--- config.mk ---
export PLATFORM = sky130hd
export DESIGN_NAME = imm_extend_pipe
export DESIGN_NICKNAME = d
export VERILOG_FILES = /design/src/rtl/imm_extend_pipe.sv
export SDC_FILE = /design/constraint.sdc
export NUM_CORES = 1
export LEC_CHECK = 0
export BUFFER_PORTS_ARGS = -buffer_cell sky130_fd_sc_hd__buf_2
export CAP_MARGIN = 20
export CORE_MARGIN = 10
export CORE_UTILIZATION = 39
export DETAILED_ROUTE_END_ITERATION = 7
export PLACE_DENSITY_LB_ADDON = 0.2
export RECOVER_POWER = 25
export SLEW_MARGIN = 10
export SYNTH_ARGS = -nofsm -noshare
export SYNTH_HDL_FRONTEND = slang
export SYNTH_SLANG_ARGS = --single-unit
export TNS_END_PERCENT = 1
--- constraint.sdc ---
create_clock -name CLK -period 1.5 [get_ports CLK]
set_input_delay 0.075 -clock CLK [delete_from_list [all_inputs] [get_ports CLK]]
set_output_delay 0.075 -clock CLK [all_outputs]
set_load 0.01 [all_outputs]
--- src/rtl/imm_extend_pipe.sv ---
// imm_extend_pipe
//   Two-stage valid/ready immediate generator for the LEGv8 datapath.
//   Stage 1 extracts the format-specific field from the instruction's low
//   26 bits and sign-extends it to 26 bits. It also captures the branch or
//   wide-immediate shift controls. Stage 2 widens the field to DATA_W,
//   applies the shift and registers BusImm/Err. A saturating counter tracks
//   illegal items as they leave the block.
//
// Parameters
//   DATA_W    output width (32 or 64)
//   BR_SHIFT  left shift applied to B and CB offsets (0..3)
//   ERRCNT_W  width of the saturating illegal-item counter
//
// Ports
//   CLK       clock, rising edge
//   Reset_L   asynchronous active-low reset
//   InValid   Imm26/Ctrl valid this cycle
//   InReady   block accepts input this cycle
//   Imm26     instruction bits [25:0]
//   Ctrl      format: 000 I, 001 D, 010 B, 011 CB, 100 IW, others illegal
//   OutValid  BusImm/Err valid
//   OutReady  consumer accepts the output
//   BusImm    extended immediate
//   Err       current output came from an illegal format
//   ErrClr    synchronous clear of ErrCount
//   ErrCount  saturating count of illegal items delivered
module imm_extend_pipe #(
  parameter int DATA_W   = 64,
  parameter int BR_SHIFT = 0,
  parameter int ERRCNT_W = 8
) (
  input  logic                CLK,
  input  logic                Reset_L,
  input  logic                InValid,
  output logic                InReady,
  input  logic [25:0]         Imm26,
  input  logic [2:0]          Ctrl,
  output logic                OutValid,
  input  logic                OutReady,
  output logic [DATA_W-1:0]   BusImm,
  output logic                Err,
  input  logic                ErrClr,
  output logic [ERRCNT_W-1:0] ErrCount
);

  localparam logic [2:0] CTRL_I  = 3'b000;
  localparam logic [2:0] CTRL_D  = 3'b001;
  localparam logic [2:0] CTRL_B  = 3'b010;
  localparam logic [2:0] CTRL_CB = 3'b011;
  localparam logic [2:0] CTRL_IW = 3'b100;

  // ---------------------------------------------------------------------
  // Handshake
  // ---------------------------------------------------------------------
  logic s1_valid_reg;
  logic s2_valid_reg;
  logic s1_adv;
  logic s2_adv;
  logic s1_load;

  // A stage advances when it is empty or the stage after it advances.
  // The consumer stands in as the stage after stage 2.
  assign s2_adv  = !s2_valid_reg || OutReady;
  assign s1_adv  = !s1_valid_reg || s2_adv;
  assign InReady = s1_adv;
  // Stage-1 data loads only on a real transfer. Idle-cycle garbage on
  // Imm26 therefore never reaches state.
  assign s1_load = InValid && s1_adv;

  // ---------------------------------------------------------------------
  // Stage 1: field extraction
  // ---------------------------------------------------------------------
  logic [25:0] field_next;
  logic        br_next;
  logic        iw_next;
  logic        ill_next;

  // Every field is sign-extended to 26 bits here. The IW field is
  // zero-padded, so its bit 25 is 0. Stage 2 can then widen every format
  // uniformly from bit 25.
  always_comb begin
    field_next = '0;
    br_next    = 1'b0;
    iw_next    = 1'b0;
    ill_next   = 1'b0;
    case (Ctrl)
      CTRL_I:  field_next = {{14{Imm26[21]}}, Imm26[21:10]};
      CTRL_D:  field_next = {{17{Imm26[20]}}, Imm26[20:12]};
      CTRL_B: begin
        field_next = Imm26;
        br_next    = 1'b1;
      end
      CTRL_CB: begin
        field_next = {{7{Imm26[23]}}, Imm26[23:5]};
        br_next    = 1'b1;
      end
      CTRL_IW: begin
        field_next = {10'b0, Imm26[20:5]};
        iw_next    = 1'b1;
        // A 32-bit datapath has no halfwords 2 and 3.
        ill_next   = (DATA_W == 32) && Imm26[22];
      end
      default: ill_next = 1'b1;
    endcase
  end

  logic [25:0] s1_field_reg;
  logic        s1_br_reg;
  logic        s1_iw_reg;
  logic [1:0]  s1_hw_reg;
  logic        s1_ill_reg;

  always_ff @(posedge CLK or negedge Reset_L) begin
    if (!Reset_L) begin
      s1_valid_reg <= 1'b0;
      s1_field_reg <= '0;
      s1_br_reg    <= 1'b0;
      s1_iw_reg    <= 1'b0;
      s1_hw_reg    <= '0;
      s1_ill_reg   <= 1'b0;
    end else begin
      if (s1_adv) begin
        s1_valid_reg <= InValid;
      end
      if (s1_load) begin
        s1_field_reg <= field_next;
        s1_br_reg    <= br_next;
        s1_iw_reg    <= iw_next;
        s1_hw_reg    <= Imm26[22:21];
        s1_ill_reg   <= ill_next;
      end
    end
  end

  // ---------------------------------------------------------------------
  // Stage 2: widen, shift, register result
  // ---------------------------------------------------------------------
  logic [DATA_W-1:0] ext_val;
  logic [DATA_W-1:0] imm_next;

  // Sign extension happens before the shift. Bits pushed past DATA_W are
  // simply lost.
  assign ext_val = {{(DATA_W-26){s1_field_reg[25]}}, s1_field_reg};

  always_comb begin
    imm_next = ext_val;
    if (s1_br_reg) begin
      imm_next = ext_val << BR_SHIFT;
    end else if (s1_iw_reg) begin
      imm_next = ext_val << {s1_hw_reg, 4'b0000};
    end
    if (s1_ill_reg) begin
      imm_next = '0;
    end
  end

  logic [DATA_W-1:0] bus_imm_reg;
  logic              err_reg;

  always_ff @(posedge CLK or negedge Reset_L) begin
    if (!Reset_L) begin
      s2_valid_reg <= 1'b0;
      bus_imm_reg  <= '0;
      err_reg      <= 1'b0;
    end else if (s2_adv) begin
      s2_valid_reg <= s1_valid_reg;
      // Data moves only with a real item, so the output holds its last
      // value while the stage drains empty.
      if (s1_valid_reg) begin
        bus_imm_reg <= imm_next;
        err_reg     <= s1_ill_reg;
      end
    end
  end

  assign OutValid = s2_valid_reg;
  assign BusImm   = bus_imm_reg;
  assign Err      = err_reg;

  // ---------------------------------------------------------------------
  // Illegal-item counter: counts delivered errors, saturates, and the
  // clear request wins over a same-cycle increment.
  // ---------------------------------------------------------------------
  logic [ERRCNT_W-1:0] err_cnt_reg;
  logic                err_xfer;

  assign err_xfer = s2_valid_reg && OutReady && err_reg;

  always_ff @(posedge CLK or negedge Reset_L) begin
    if (!Reset_L) begin
      err_cnt_reg <= '0;
    end else if (ErrClr) begin
      err_cnt_reg <= '0;
    end else if (err_xfer && (err_cnt_reg != {ERRCNT_W{1'b1}})) begin
      err_cnt_reg <= err_cnt_reg + ERRCNT_W'(1);
    end
  end

  assign ErrCount = err_cnt_reg;

endmodule
==> results.tsv <==
metric	value	unit
kind of cell adding the most delay to the critical path	simple AND/OR/NAND/NOR gates	
Port-buffer cells	108	
ant diodes	0	
Max Clock Freq	657.4	MHz
clock tree buffer depth	2	
Final Cycle Share	1.014	
most frequent cells in the layout	107 x buf_2, 103 x dfrtp_1, 89 x nand2_1	
largest net degree at the start of global routing	69	
final core occ	0.5028	
die area	0.01869	mm²
Die Height	136.7	µm
measured slew at the worst slew-check pin	1038	ps
Hold Path Class	in -> reg	
Setup violations, final	1	
wire per inst	18.08	µm
max reg flops	64	
Worst Setup Path Type	reg -> reg	
clock root buffer master	clkbuf_16	
Slowest-stage cell, CP	or4_1	
Core ar.	0.01330	mm²
vias in the first global route	4589	
DRC viols	0	
Final Total Pwr	0.007748	W
initial core utilization	0.3996	
placed cell count	840	
Final Critical Period	1521	ps
critical path's largest stage delay	480	ps
Fin. Hold Viols	1	
RSZ-0062 raised after global routing	yes	
Worst EP required	1770	ps
area share of and/or/nand/nor cells after synthesis	0.1599	
share of layout cells above drive strength 1	0.2928	
Mapped Nets	589	
initial antenna violation count	0	
WP data arrival	1790	ps
final weighted congestion in routability-driven placement	0.9013	
row count	42	
Layout Cells excl Fill	859	
setup ws final	-21.23	ps
Synth Register Bits	106	
Die W	136.7	µm
Synth Area in Compound Gates	0.2428	
first-pass iteration count of the detailed router	4	
hold_ws	-1.689	ps
via/cell ratio	5.361	
clock skew	4.939	ps
Pwr Density	1159	mW/mm²
Crit. End Element	flop	
layout overhead on the synthesized area	25.84	%
Seq/Total Area, Yosys	0.4993	
Final Routed Wirelength	15.53	mm
synthesized area per cell	9.590	µm²
violated checks	hold timing, setup timing	
Ports	109	
Yosys cell types	53	
Leak	3.373	nW
TritonCTS clock tree	built	
CP Max Fanout	6	
crit-path cells	ha_4, nand4_1, o21ai_2, or4_1, a21oi_1	
overall fraction of global-route tracks in use	0.1663	
status	complete, but fails checks	
post-route antenna net violation count	0	
commonest non-fill, non-tap cell in the layout	buf_2	
CTS buffer count	9	
Synth Cell Area	0.005313	mm²
mux share of post-synthesis cell area	0.04687	
post-synthesis adder-cell area fraction	0.002355	
worst-skew pair later-pin latency	340	ps
Max-Cap Viols	0	
total grt overflow	0	
fillers	1264	
max_slew headroom	0.3077	
Setup crit start kind	flop	
NumNets Final	714	
Synth warnings	0	
Max VDD drop	0.5315	mV
first-pass GRT wire length	24.64	mm
Sum Neg Setup Slack	-21.23	ps
detailed placement HPWL	11.74	mm
routed via count	4605	
clock-pin slew on the worst setup and hold paths	70	ps
largest family of logic cells by synthesized area	compound AO/OA/AOI/OAI gates	
final max-slew violation count	0	
CTS H-tree lvls	3	
Synth Area in XOR/XNOR	0.006594	
Post-Syn Instances	554	
clk sinks	106	
WP buf/inv	0	
initial drt markers	360	
-- area by class of cell --
type                            instances  area [µm²]  area share
Inverter                                3       11.26    0.001684
Multi-Input combinational cell        402        2501      0.3741
Sequential cell                       106        2656      0.3973
Clock inverter                          2       37.54    0.005615
Clock buffer                           13       250.2     0.03743
Tap cell                              176       220.2     0.03294
Timing Repair Buffer                  157        1008      0.1509
-- power by group --
part / internal [W] / total, W / switching, W / leakage, nW
clock network: 0.00133 / 0.00234 / 0.00100 / 0.136
logic: 0.000799 / 0.00186 / 0.00106 / 1.83
registers: 0.00323 / 0.00355 / 0.000320 / 1.40
total: 0.00536 / 0.00775 / 0.00238 / 3.37
-- worst reg2reg max path, cell delays in order, from the launching register on --
cell     delay, ps
dfrtp_2        430
ha_4           170
nand4_1        140
o21ai_2        110
or4_1          480
a21oi_1        130
-- kinds of logic after synthesis --
group | after synthesis
xor gates and xnor gates | 4
buffers and inverters | 46
adders and majority gates | 1
muxes | 24
AOI/OAI and AO/OA | 198
and+or+nand+nor | 175
DFF | 106
-- metal layers --
metal	share of wire	up-vias	GRT usage
met2	0.46	106	0.2517
met5	0	-	0
met4	0.011	0	0.05799
li1	-	2246	-
met1	0.47	2243	0.2245
met3	0.057	10	0.04362
-- path summary, 6_finish.rpt --
| check | from | end | slack (ps) | cells past startpoint |
|---|---|---|---|---|
| min | ErrClr | ErrCount[7] | -2 | 2 |
| min reg2reg | BusImm[26] | BusImm[26] | 470 | 2 |
| max | ErrCount[1] | ErrCount[7] | -20 | 5 |
| min in group asynchronous | Reset_L | ErrCount[7] | 510 | 3 |
| max reg2reg | ErrCount[1] | ErrCount[7] | -20 | 5 |
| max in group asynchronous | Reset_L | BusImm[54] | 290 | 3 |
-- cell usage after synthesis, drive strengths merged --
| cell type | n | area share |
|---|---|---|
| dfrtp | 106 | 0.50 |
| nand2 | 92 | 0.065 |
| o21ai | 51 | 0.049 |
| a21oi | 50 | 0.047 |
| a21o | 24 | 0.034 |
| buf | 23 | 0.026 |
| a211oi | 21 | 0.030 |
| clkbuf | 20 | 0.014 |
| nor2 | 18 | 0.013 |
| a22o | 17 | 0.028 |
| mux2i | 17 | 0.032 |
| nand3 | 17 | 0.023 |
| nand2b | 16 | 0.019 |
| nor3 | 10 | 0.012 |
| a311oi | 7 | 0.012 |
| mux2 | 7 | 0.015 |
| a22oi | 5 | 0.0071 |
| nor2b | 5 | 0.0059 |
| o22ai | 5 | 0.0071 |
| a2bb2oi | 4 | 0.0066 |
| nand3b | 4 | 0.0057 |
| a211o | 3 | 0.0049 |
| and3 | 3 | 0.0035 |
| inv | 3 | 0.0021 |
| or3 | 3 | 0.0035 |
| xor2 | 3 | 0.0049 |
| a2111oi | 2 | 0.0033 |
| o211ai | 2 | 0.0028 |
| o21bai | 2 | 0.0049 |
| o31ai | 2 | 0.0028 |
| a31oi | 1 | 0.0012 |
| and2 | 1 | 0.0012 |
| and3b | 1 | 0.0016 |
| and4bb | 1 | 0.0024 |
| ha | 1 | 0.0024 |
| nand4 | 1 | 0.0012 |
| nand4b | 1 | 0.0016 |
| o21a | 1 | 0.0014 |
| o22a | 1 | 0.0016 |
| or2 | 1 | 0.0012 |
| or4 | 1 | 0.0014 |
| xnor2 | 1 | 0.0016 |
-- stage by stage --
step	area, µm²	hold slack, ps	setup slack [ps]
2_1_floorplan	5328	-220.6	-22.90
3_3_place_gp	6319	74.91	-14.67
3_5_place_dp	6319	77.69	-80.86
4_1_cts	6646	-8.621	-41.43
5_1_grt	6685	2.635	-116.5
6_report	6685	-1.689	-21.23
-- what timing repair did --
item | CTS | global route
gates resized for setup | 6 | 12
hold buffers | 2 | 0
endpoints found under the hold margin | 112 | 0
buffers inserted | 0 | 2
pin swaps | 10 | 2
endpoints found under the setup margin | 42 | 51
Note: power is estimated with default switching activity, not from simulation.
